### config.mk
export PLATFORM = sky130hd
export DESIGN_NAME = hazard_ctrl
export DESIGN_NICKNAME = d
export VERILOG_FILES = /design/src/rtl/hazard_ctrl.sv
export SDC_FILE = /design/constraint.sdc
export NUM_CORES = 1
export LEC_CHECK = 0
export CORE_MARGIN = 2
export CORE_UTILIZATION = 61
export CTS_CLUSTER_DIAMETER = 100
export DETAILED_ROUTE_END_ITERATION = 12
export DONT_BUFFER_PORTS = 1
export PLACE_DENSITY_LB_ADDON = 0.25
export RECOVER_POWER = 25
export SYNTH_ARGS = -nofsm -noshare
export SYNTH_HDL_FRONTEND = slang
export SYNTH_SLANG_ARGS = --single-unit
export TNS_END_PERCENT = 20
### constraint.sdc
create_clock -name clk -period 1.8 [get_ports clk]
set_input_delay 0.09 -clock clk [delete_from_list [all_inputs] [get_ports clk]]
set_output_delay 0.09 -clock clk [all_outputs]
set_load 0.02 [all_outputs]
### src/rtl/hazard_ctrl.sv
// Hazard/bypass controller: shadows dst/we through the pipe, registers operand bypass selects,
// and drives stall/bubble/flush. Define HAZ_PERF_CNT_EN to build the load-use/flush counters.
module hazard_ctrl #(
  parameter int unsigned ADDR_W = 4,
  parameter int unsigned CNT_W  = 16
) (
  input  logic              clk,
  input  logic              rst_n,
  input  logic [ADDR_W-1:0] p0_addr,
  input  logic [ADDR_W-1:0] p1_addr,
  input  logic              re0,
  input  logic              re1,
  input  logic [ADDR_W-1:0] dst_addr_ID,
  input  logic              we_ID,
  input  logic              ld_ID,
  input  logic              flush,
  input  logic              ext_stall,
  output logic              byp0_EX,
  output logic              byp1_EX,
  output logic              byp0_DM,
  output logic              byp1_DM,
  output logic              stall_IF_ID,
  output logic              stall_ID_EX,
  output logic              stall_EX_DM,
  output logic              stall_DM_WB,
  output logic              bubble_ID_EX,
  output logic              flush_IF_ID,
  output logic [CNT_W-1:0]  luse_cnt,
  output logic [CNT_W-1:0]  flush_cnt
);

  logic [ADDR_W-1:0] dst_id_ex_q, dst_ex_dm_q, dst_dm_wb_q;
  logic              we_id_ex_q, we_ex_dm_q, we_dm_wb_q;
  logic              ld_id_ex_q;
  logic              byp0_ex_q, byp1_ex_q, byp0_dm_q, byp1_dm_q;

  logic m0_ex, m1_ex, m0_dm, m1_dm, luse;

  assign m0_ex = re0 & we_id_ex_q & (p0_addr == dst_id_ex_q) & (p0_addr != '0);
  assign m1_ex = re1 & we_id_ex_q & (p1_addr == dst_id_ex_q) & (p1_addr != '0);
  assign m0_dm = re0 & we_ex_dm_q & (p0_addr == dst_ex_dm_q) & (p0_addr != '0);
  assign m1_dm = re1 & we_ex_dm_q & (p1_addr == dst_ex_dm_q) & (p1_addr != '0);
  assign luse  = ld_id_ex_q & (m0_ex | m1_ex);

  // Outputs are forced low while reset is asserted, even if ext_stall is high.
  always_comb begin
    stall_IF_ID  = 1'b0;
    stall_ID_EX  = 1'b0;
    stall_EX_DM  = 1'b0;
    stall_DM_WB  = 1'b0;
    bubble_ID_EX = 1'b0;
    flush_IF_ID  = 1'b0;
    if (rst_n) begin
      if (ext_stall) begin
        stall_IF_ID = 1'b1;
        stall_ID_EX = 1'b1;
        stall_EX_DM = 1'b1;
        stall_DM_WB = 1'b1;
      end else if (flush) begin
        flush_IF_ID  = 1'b1;
        bubble_ID_EX = 1'b1;
      end else if (luse) begin
        stall_IF_ID  = 1'b1;
        bubble_ID_EX = 1'b1;
      end
    end
  end

  always_ff @(posedge clk or negedge rst_n) begin
    if (!rst_n) begin
      dst_id_ex_q <= '0;
      dst_ex_dm_q <= '0;
      dst_dm_wb_q <= '0;
      we_id_ex_q  <= 1'b0;
      we_ex_dm_q  <= 1'b0;
      we_dm_wb_q  <= 1'b0;
      ld_id_ex_q  <= 1'b0;
      byp0_ex_q   <= 1'b0;
      byp1_ex_q   <= 1'b0;
      byp0_dm_q   <= 1'b0;
      byp1_dm_q   <= 1'b0;
    end else if (!ext_stall) begin
      dst_ex_dm_q <= dst_id_ex_q;
      we_ex_dm_q  <= we_id_ex_q;
      dst_dm_wb_q <= dst_ex_dm_q;
      we_dm_wb_q  <= we_ex_dm_q;
      dst_id_ex_q <= dst_addr_ID;
      if (flush || luse) begin
        we_id_ex_q <= 1'b0;
        ld_id_ex_q <= 1'b0;
        byp0_ex_q  <= 1'b0;
        byp1_ex_q  <= 1'b0;
        byp0_dm_q  <= 1'b0;
        byp1_dm_q  <= 1'b0;
      end else begin
        we_id_ex_q <= we_ID;
        ld_id_ex_q <= ld_ID;
        byp0_ex_q  <= m0_ex & ~ld_id_ex_q;
        byp1_ex_q  <= m1_ex & ~ld_id_ex_q;
        byp0_dm_q  <= m0_dm & ~m0_ex;
        byp1_dm_q  <= m1_dm & ~m1_ex;
      end
    end
  end

  assign byp0_EX = byp0_ex_q;
  assign byp1_EX = byp1_ex_q;
  assign byp0_DM = byp0_dm_q;
  assign byp1_DM = byp1_dm_q;

`ifdef HAZ_PERF_CNT_EN
  logic [CNT_W-1:0] luse_cnt_q, flush_cnt_q;

  always_ff @(posedge clk or negedge rst_n) begin
    if (!rst_n) begin
      luse_cnt_q  <= '0;
      flush_cnt_q <= '0;
    end else if (!ext_stall) begin
      if (flush && (flush_cnt_q != {CNT_W{1'b1}})) flush_cnt_q <= flush_cnt_q + 1'b1;
      if (!flush && luse && (luse_cnt_q != {CNT_W{1'b1}})) luse_cnt_q <= luse_cnt_q + 1'b1;
    end
  end

  assign luse_cnt  = luse_cnt_q;
  assign flush_cnt = flush_cnt_q;
`else
  assign luse_cnt  = '0;
  assign flush_cnt = '0;
`endif

`ifndef SYNTHESIS
  // DM_WB only exists for ordering visibility; RF write-before-read covers that distance.
  a_wb_hold: assert property (@(posedge clk) disable iff (!rst_n)
    ext_stall |=> ($stable(dst_dm_wb_q) && $stable(we_dm_wb_q)));
  a_byp_excl: assert property (@(posedge clk) disable iff (!rst_n)
    !(byp0_ex_q && byp0_dm_q) && !(byp1_ex_q && byp1_dm_q));
`endif

endmodule

==> run_results.csv, run 1 <==
group,metric,value,unit
synthesis,ys_ff_latch,15,
sta,period_share,101.0,%
critical_path,slowest_stage,"dfrtp_1",
power_and_ir_drop,power.leakage,0.5215,nW
synthesis,synth_cell_type_count,26,
route,drt_iter0_drc,12,
finish,final_common_cell,"conb_1",
global_routing,grt_pass1_vias,635,
sta,fin_skew,4.672,ps
sta,fmax,0.5500,GHz
critical_path,worstReg2RegEnd,"byp0_DM",
clock_network,cts_tree,"built",
clock_network,clock_latency,290,ps
die,fp.dieW,46.92,um
die,core_area,1727,um2
place,hpwl,1348,um
synthesis,synth_edf_count,0,
status,status,"finished, violations left",
synthesis,netlist_area,1124,um2
synthesis,synth_cells,109,
finish,drive_gt1_share,23.33,%
sta,tightest_slew,870.7,ps
global_routing,grt_usage,19.22,%
synthesis,postSynthAreaPerCell,10.31,um2
power_and_ir_drop,finalPower,822.5,uW
die,io_pins,62,
synthesis,synth_warnings,0,
finish,finish.utilization,68.12,%
worst_hold_path,worstHoldPathCells,2,
sta,slew_headroom,41.92,%
finish,stdcell_count,145,
power_and_ir_drop,max-vdd-ir-drop,0.0005041,V
critical_path,path_max_fanout,4,
worst_hold_path,hold_start,"flush",
finish,largestRegisters,"dst_ex_dm_q (4), dst_id_ex_q (4)",
global_routing,overflow,0,
route,avgRoutedWirePerCell,13.12,um
sta,fin_ws,-18.29,ps
synthesis,synthFlopType,"dfrtp_1",
clock_network,cts.sinks,15,
finish,num_antenna_cells,0,
die,start_util,65.07,%
critical_path,crit_path_end_kind,"primary output",
place,pre_cts_ws,194.6,ps
global_routing,grt_pass1_wl,2822,um
route,postRouteAntennaNets,0,
clock_network,cts_max_level,1,
finish,fillers,132,
critical_path,cp.arrival,1730,ps
route,routed_wl,1902,um
job,maxCapViolations,0,
critical_path,r2r_slack,100,ps
sta,setup_viol,2,
worst_hold_path,hp-class,"primary input to flip-flop",
finish,layout_common_cells,"conb_1 (32), xnor2_1 (14), dfrtp_1 (13)",
critical_path,critPathKind,"flip-flop to primary output",
critical_path,r2r_cells,7,
die,dieHeight,46.92,um
synthesis,yosysSeqAreaShare,33.41,%
place,place.port_buffers,0,
sta,hold_viol_final,0,
sta,setup_tns,-20.41,ps
place,gp_congestion,0.7895,
global_routing,grt_start_max_net_pins,16,
status,violations,"negative setup slack",
synthesis,synth.largest_area_cell,"dfrtp_1",
clock_network,clock_path_buffers,2,
route,vias_per_cell,4.903,
clock_network,clk_pin_slew,90,ps
synthesis,synth_top_area_share,33.41,%
critical_path,worstPathRequired,1710,ps
synthesis,synthTopCellsByArea,"dfrtp_1 (33%), buf_4 (23%), xnor2_1 (12%), mux2_2 (9.0%), a22o_1 (3.1%)",
place,placed_cell_area,1022,um2
clock_network,cts_made_buffers,3,
sta,drv_slew,0,
critical_path,timing.critical_path.slowest_cell_delay,430,ps
die,dieArea,2201,um2
sta,whs,42.62,ps
route,drtPass1Iterations,5,
place,dp.cells,131,
finish,finish.instance_area,1176,um2
finish,syn_to_final_growth,4.677,%
worst_hold_path,min_to,"ld_id_ex_q",
sta,rsz0062_at_grt,"yes",
global_routing,antenna_found_initial,0,
route,via_count,711,
critical_path,start_kind,"flip-flop",
clock_network,cts-root-buf,"clkbuf_4",
critical_path,r2r-start,"dst_id_ex_q[1]",
power_and_ir_drop,p_per_area,699.4,nW/um2
route,drc,0,
finish,final_net_count,141,
sta,min_period,1818,ps
die,rows,15,
synthesis,async_flop_share,100.0,%
critical_path,crit_chain,"xnor2_1 -> nand3_1 -> nor3_4 -> o21ai_2 -> a21oi_1 -> buf_4",
power breakdown:
group          internal, mW  leakage [nW]  switching [mW]
Clock                0.0828        0.0177           0.116
Combinational        0.0947         0.317           0.127
Sequential            0.367         0.187          0.0360
Total                 0.544         0.522           0.278
kinds of logic (layout without fill, tap and decap cells):
group	Yosys count	count (layout)	share of synthesized area [%]
mux	9	9	9.020
compound gates	12	12	11.69
flops	15	15	33.41
simple gates	19	19	9.244
other cells	1	32	0.3338
buf+inv	37	17	23.83
xor+xnor	16	16	12.47
timing repair:
| action | in CTS | in global routing |
|---|---|---|
| hold buffers | 7 | 0 |
| resized for setup | 3 | 4 |
| hold endpoints to repair | 30 | 0 |
| setup endpoints to repair | 2 | 2 |
| setup buffers | 2 | 1 |
| pin swaps | 2 | 6 |
cells in the mapped netlist, types with 2 or more instances:
master / count
dfrtp_1: 15
mux2_2: 9
xnor2_1: 16
nand2_1: 4
nor2_1: 3
nand3_1: 4
buf_4: 34
a32o_1: 2
nor3_2: 2
a22o_1: 4
layout make-up:
cell class / count / area (um2) / share of cell area [%]
Clock inverter: 1 / 5.005 / 0.4255
Tap cell: 25 / 31.28 / 2.660
Inverter: 1 / 3.754 / 0.3191
Clock buffer: 3 / 22.52 / 1.915
Timing Repair Buffer: 12 / 107.6 / 9.149
Multi-Input combinational cell: 88 / 628.1 / 53.40
Sequential cell: 15 / 377.9 / 32.13
layer usage:
layer	vias up	GRT usage (%)	share of wire, %
met5	-	0	0
met4	0	13.33	2.7
met3	5	3.462	7.3
met2	35	31.23	49
met1	342	22.98	41
li1	329	-	-
worst max-delay path: cells and delay by family (launching register included):
family	cells	cell delay (ps)
compound gates	2	260
xor+xnor	1	190
flops	1	430
simple gates	2	400
buf+inv	1	150
how the worst max path moves through the flow:
stage	slack (ps)	start	cells past startpoint	end
6_report	-20	dst_id_ex_q[1]	6	bubble_ID_EX
5_1_grt	-170	dst_id_ex_q[3]	6	stall_IF_ID
4_1_cts	40	dst_id_ex_q[1]	6	stall_IF_ID
3_5_place_dp	190	dst_id_ex_q[2]	6	bubble_ID_EX
3_3_place_gp	210	dst_id_ex_q[1]	6	bubble_ID_EX
2_1_floorplan	260	dst_id_ex_q[1]	5	bubble_ID_EX
(Power assumes the default switching activity.)
==> inputs of run 2 (changes only) <==
--- a/config.mk
+++ b/config.mk
@@ -6,7 +6,7 @@
 export NUM_CORES = 1
 export LEC_CHECK = 0
 export CORE_MARGIN = 2
-export CORE_UTILIZATION = 61
+export CORE_UTILIZATION = 66
 export CTS_CLUSTER_DIAMETER = 100
 export DETAILED_ROUTE_END_ITERATION = 12
 export DONT_BUFFER_PORTS = 1
==> constraint.sdc (replaced) <==
create_clock -name clk -period 2.2 [get_ports clk]
set_input_delay 0.11 -clock clk [delete_from_list [all_inputs] [get_ports clk]]
set_output_delay 0.11 -clock clk [all_outputs]
set_load 0.02 [all_outputs]
==> run_results.csv, run 2 (synthesized netlist as in run 1, its figures left out) <==
group,metric,value,unit
status,status,"completed",
clock_network,cts_tree,"built",
global_routing,grt_start_max_net_pins,16,
finish,fillers,115,
critical_path,r2r_slack,610,ps
power_and_ir_drop,max-vdd-ir-drop,0.0005091,V
clock_network,cts.sinks,15,
critical_path,start_kind,"flip-flop",
route,postRouteAntennaNets,0,
critical_path,worstPathRequired,2090,ps
critical_path,r2r_cells,5,
finish,finish.instance_area,1092,um2
sta,setup_tns,0,ps
sta,fin_skew,2.857,ps
critical_path,worstReg2RegEnd,"we_id_ex_q",
die,io_pins,62,
worst_hold_path,hold_start,"flush",
route,drtPass1Iterations,4,
sta,fmax,0.4954,GHz
critical_path,critPathKind,"flip-flop to primary output",
place,placed_cell_area,996.0,um2
place,hpwl,1351,um
global_routing,grt_pass1_vias,657,
job,maxCapViolations,0,
sta,rsz0062_at_grt,"no",
die,dieArea,2048,um2
sta,drv_slew,0,
global_routing,grt_pass1_wl,2987,um
clock_network,clock_path_buffers,2,
worst_hold_path,worstHoldPathCells,2,
die,fp.dieW,45.26,um
die,dieHeight,45.26,um
finish,largestRegisters,"dst_ex_dm_q (4), dst_id_ex_q (4)",
route,via_count,710,
finish,num_antenna_cells,0,
clock_network,cts_made_buffers,3,
critical_path,crit_path_end_kind,"primary output",
finish,syn_to_final_growth,-2.784,%
sta,period_share,91.75,%
route,routed_wl,1806,um
route,vias_per_cell,5.420,
route,drt_iter0_drc,12,
clock_network,clock_latency,280,ps
global_routing,overflow,0,
sta,tightest_slew,880.3,ps
clock_network,cts.repair.resized,0,
die,start_util,72.07,%
finish,drive_gt1_share,14.78,%
sta,setup_viol,0,
finish,layout_common_cells,"conb_1 (32), xnor2_1 (16), dfrtp_1 (15)",
global_routing,antenna_found_initial,0,
route,drc,0,
sta,slew_headroom,41.28,%
finish,final_net_count,136,
finish,final_common_cell,"conb_1",
place,dp.cells,120,
power_and_ir_drop,p_per_area,597.4,nW/um2
clock_network,clk_pin_slew,90,ps
route,avgRoutedWirePerCell,13.79,um
critical_path,cp.arrival,1910,ps
power_and_ir_drop,power.leakage,0.4689,nW
die,core_area,1559,um2
sta,min_period,2019,ps
die,rows,14,
place,place.port_buffers,0,
global_routing,grt_usage,20.97,%
finish,stdcell_count,131,
sta,hold_viol_final,0,
place,gp_congestion,0.8606,
clock_network,cts-root-buf,"clkbuf_4",
critical_path,r2r-start,"dst_id_ex_q[1]",
worst_hold_path,hp-class,"primary input to flip-flop",
clock_network,cts_max_level,1,
critical_path,path_max_fanout,4,
worst_hold_path,min_to,"ld_id_ex_q",
==> run 2: changes by cell type in the layout (fill, tap and decap cells not counted), moves of 2 or more <==
cell and delta:
buf_4 -5, dfrtp_1 +2, xnor2_1 +2, xnor2_2 -2
dfrtp_2 -2, nor3_4 -2, nor3_2 +2
==> run 2: layer usage <==
| metal | wire [um] | vias to the layer above | share of wire, % | global-route usage (%) |
|---|---|---|---|---|
| li1 | - | 320 | - | - |
| met1 | 718 | 328 | 40 | 25.26 |
| met2 | 866 | 52 | 48 | 34.29 |
| met3 | 160 | 10 | 8.9 | 8.000 |
| met4 | 60 | 0 | 3.3 | 7.059 |
| met5 | 0 | - | 0 | 0 |
==> run 2: repair_timing <==
item,4_1_cts,5_1_grt
hold endpoints to repair,30,0
endpoints found under the setup margin,0,0
setup buffers,0,0
hold buffers,7,0
==> run 2: how the worst max path moves through the flow <==
stage | slack (ps) | from | cells after the start | end
global placement | 480 | dst_id_ex_q[1] | 5 | bubble_ID_EX
CTS | 160 | dst_id_ex_q[1] | 5 | bubble_ID_EX
floorplan | 640 | dst_id_ex_q[1] | 5 | bubble_ID_EX
global route | 10 | dst_id_ex_q[2] | 5 | bubble_ID_EX
finish | 180 | dst_id_ex_q[1] | 5 | bubble_ID_EX
detailed placement | 480 | dst_id_ex_q[3] | 5 | bubble_ID_EX
==> run 2: report_power, final <==
group          internal (mW)  total [mW]  switching, mW
Clock                 0.0702       0.153         0.0831
Combinational         0.0711       0.171         0.0996
Sequential             0.299       0.328         0.0292
Total                  0.441       0.653          0.212
==> run 2: through the flow <==
step                      power [mW]  utilization (%)  setup WS [ps]  hold WS (ps)
after floorplan               0.5183                -          636.4        -185.6
after global placement        0.4801            63.88          477.9        -185.3
after detailed placement      0.4827            63.88          481.4        -185.3
after CTS                     0.6565            70.06          164.0         71.94
after global routing          0.6952            70.06          13.27         73.53
final                         0.6525            70.06          181.5         77.21
==> run 2: final cells by class <==
cell class                      instances  area [um2]  area share, %
Inverter                                1       3.754         0.3436
Clock buffer                            4       26.28          2.405
Tap cell                               16       20.02          1.833
Sequential cell                        15       375.4          34.36
Multi-Input combinational cell         88       596.8          54.64
Timing Repair Buffer                    7       70.07          6.415
==> run 2: worst max-delay path: stages (launching register included) <==
cell	delay [ps]
dfrtp_1	430
xnor2_1	180
nand3_1	110
nor3_2	320
o21ai_1	170
a21oi_1	420
==> inputs of run 3 (changes only) <==
==> constraint.sdc (replaced) <==
create_clock -name clk -period 2.6 [get_ports clk]
set_input_delay 0.13 -clock clk [delete_from_list [all_inputs] [get_ports clk]]
set_output_delay 0.13 -clock clk [all_outputs]
set_load 0.02 [all_outputs]
==> run_results.csv, run 3 (synthesized netlist as in run 1, its figures left out) <==
group,metric,value,unit
critical_path,start_kind,"flip-flop",
sta,fin_skew,5.885,ps
clock_network,cts_max_level,1,
critical_path,path_max_fanout,4,
critical_path,cp.arrival,2010,ps
worst_hold_path,hold_start,"we_ID",
sta,drv_slew,0,
clock_network,cts.sinks,15,
power_and_ir_drop,power.leakage,0.4731,nW
route,drtPass1Iterations,2,
route,postRouteAntennaNets,0,
status,status,"completed",
clock_network,cts_hold_buf,7,
clock_network,cts.repair.resized,0,
job,maxCapViolations,0,
finish,finish.instance_area,1102,um2
power_and_ir_drop,max-vdd-ir-drop,0.0003512,V
clock_network,clk_pin_slew,90,ps
finish,final_net_count,137,
route,avgRoutedWirePerCell,14.85,um
power_and_ir_drop,finalPower,559.2,uW
clock_network,post_cts_buffers,0,
route,drt_iter0_drc,5,
sta,fmax,0.4674,GHz
critical_path,crit_chain,"xnor2_1 -> nand3_1 -> nor3_2 -> o21ai_1 -> a21oi_1",
route,vias_per_cell,5.273,
global_routing,grt_start_max_net_pins,16,
die,rows,14,
global_routing,grt_pass1_vias,654,
place,placed_cell_area,996.0,um2
sta,tightest_slew,873.2,ps
critical_path,startpoint,"dst_id_ex_q[0]",
critical_path,worstPathRequired,2470,ps
global_routing,grt_pass1_wl,2987,um
finish,final_common_cell,"conb_1",
global_routing,antenna_found_initial,0,
sta,setup_viol,0,
route,drc,0,
global_routing,overflow,0,
finish,drive_gt1_share,14.66,%
sta,min_period,2140,ps
worst_hold_path,hp-class,"primary input to flip-flop",
critical_path,timing.critical_path.slowest_cell_delay,430,ps
place,place.port_buffers,0,
critical_path,r2r_cells,5,
sta,hold_viol_final,0,
critical_path,worstSetupPathDepth,5,
finish,layout_common_cells,"conb_1 (32), xnor2_1 (16), dfrtp_1 (15)",
critical_path,r2r-start,"dst_id_ex_q[0]",
place,hpwl,1342,um
die,core_area,1559,um2
die,dieArea,2048,um2
worst_hold_path,worstHoldPathCells,1,
sta,slew_headroom,41.75,%
finish,num_antenna_cells,0,
clock_network,clock_latency,290,ps
clock_network,cts-root-buf,"clkbuf_4",
finish,syn_to_final_growth,-1.893,%
clock_network,cts_tree,"built",
global_routing,grt_usage,21.59,%
critical_path,crit_family,"compound AO/OA/AOI/OAI gates",
sta,rsz0062_at_grt,"no",
critical_path,path_buf_inv,0,
critical_path,slowest_stage,"dfrtp_1",
die,dieHeight,45.26,um
sta,setup_tns,0,ps
die,fp.dieW,45.26,um
place,dp.cells,120,
finish,stdcell_count,132,
clock_network,clock_path_buffers,2,
sta,period_share,82.30,%
power_and_ir_drop,p_per_area,507.3,nW/um2
place,gp_congestion,0.8601,
die,start_util,72.07,%
route,via_count,696,
finish,largestRegisters,"dst_ex_dm_q (4), dst_id_ex_q (4)",
critical_path,crit_path_end_kind,"primary output",
die,io_pins,62,
clock_network,cts_made_buffers,3,
critical_path,critPathKind,"flip-flop to primary output",
route,routed_wl,1960,um
run 3: report_power, final:
| group | switching (mW) | total [mW] | internal [mW] |
|---|---|---|---|
| clock | 0.0755 | 0.135 | 0.0597 |
| sequential | 0.0240 | 0.277 | 0.253 |
| combinational | 0.0855 | 0.147 | 0.0612 |
| total | 0.185 | 0.559 | 0.374 |
run 3: final cells by class:
| class | count | area [um2] |
|---|---|---|
| multi-input combinational | 88 | 596.8 |
| timing repair buffer | 8 | 80.08 |
| fill | 114 | 456.7 |
| tap | 16 | 20.02 |
| sequential | 15 | 375.4 |
| clock buffer | 4 | 26.28 |
| inverter | 1 | 3.754 |
run 3: metrics by stage:
stage / utilization, % / hold slack, ps / worst slack (ps)
after CTS: 70.06 / 2.256 / 513.5
after global placement: 63.88 / -165.3 / 857.3
final: 70.71 / 1.356 / 460.3
after floorplan: - / -165.6 / 1016
after detailed placement: 63.88 / -165.3 / 852.2
after global routing: 70.71 / 0.1538 / 363.8
run 3: per-layer routing:
metal / part of all wire, % / up-vias / track usage [%]
li1: - / 323 / -
met1: 37 / 327 / 24.62
met2: 54 / 41 / 36.57
met3: 7.1 / 5 / 5.600
met4: 1.7 / 0 / 11.76
met5: 0 / - / 0
run 3: path summary, 6_finish.rpt:
kind	end	slack (ps)
setup / recovery	bubble_ID_EX	460
hold / removal	we_id_ex_q	1
setup reg to reg	we_id_ex_q	930
hold reg to reg	we_ex_dm_q	560
max in group asynchronous	dst_ex_dm_q[2]	1870
min in group asynchronous	dst_id_ex_q[0]	300
run 3: worst reg2reg max path, stage by stage (launching register included):
cell and delay [ps]:
dfrtp_1 430, xnor2_1 220, nand3_1 160, nor3_2 310, o21ai_1 180, a32o_1 270
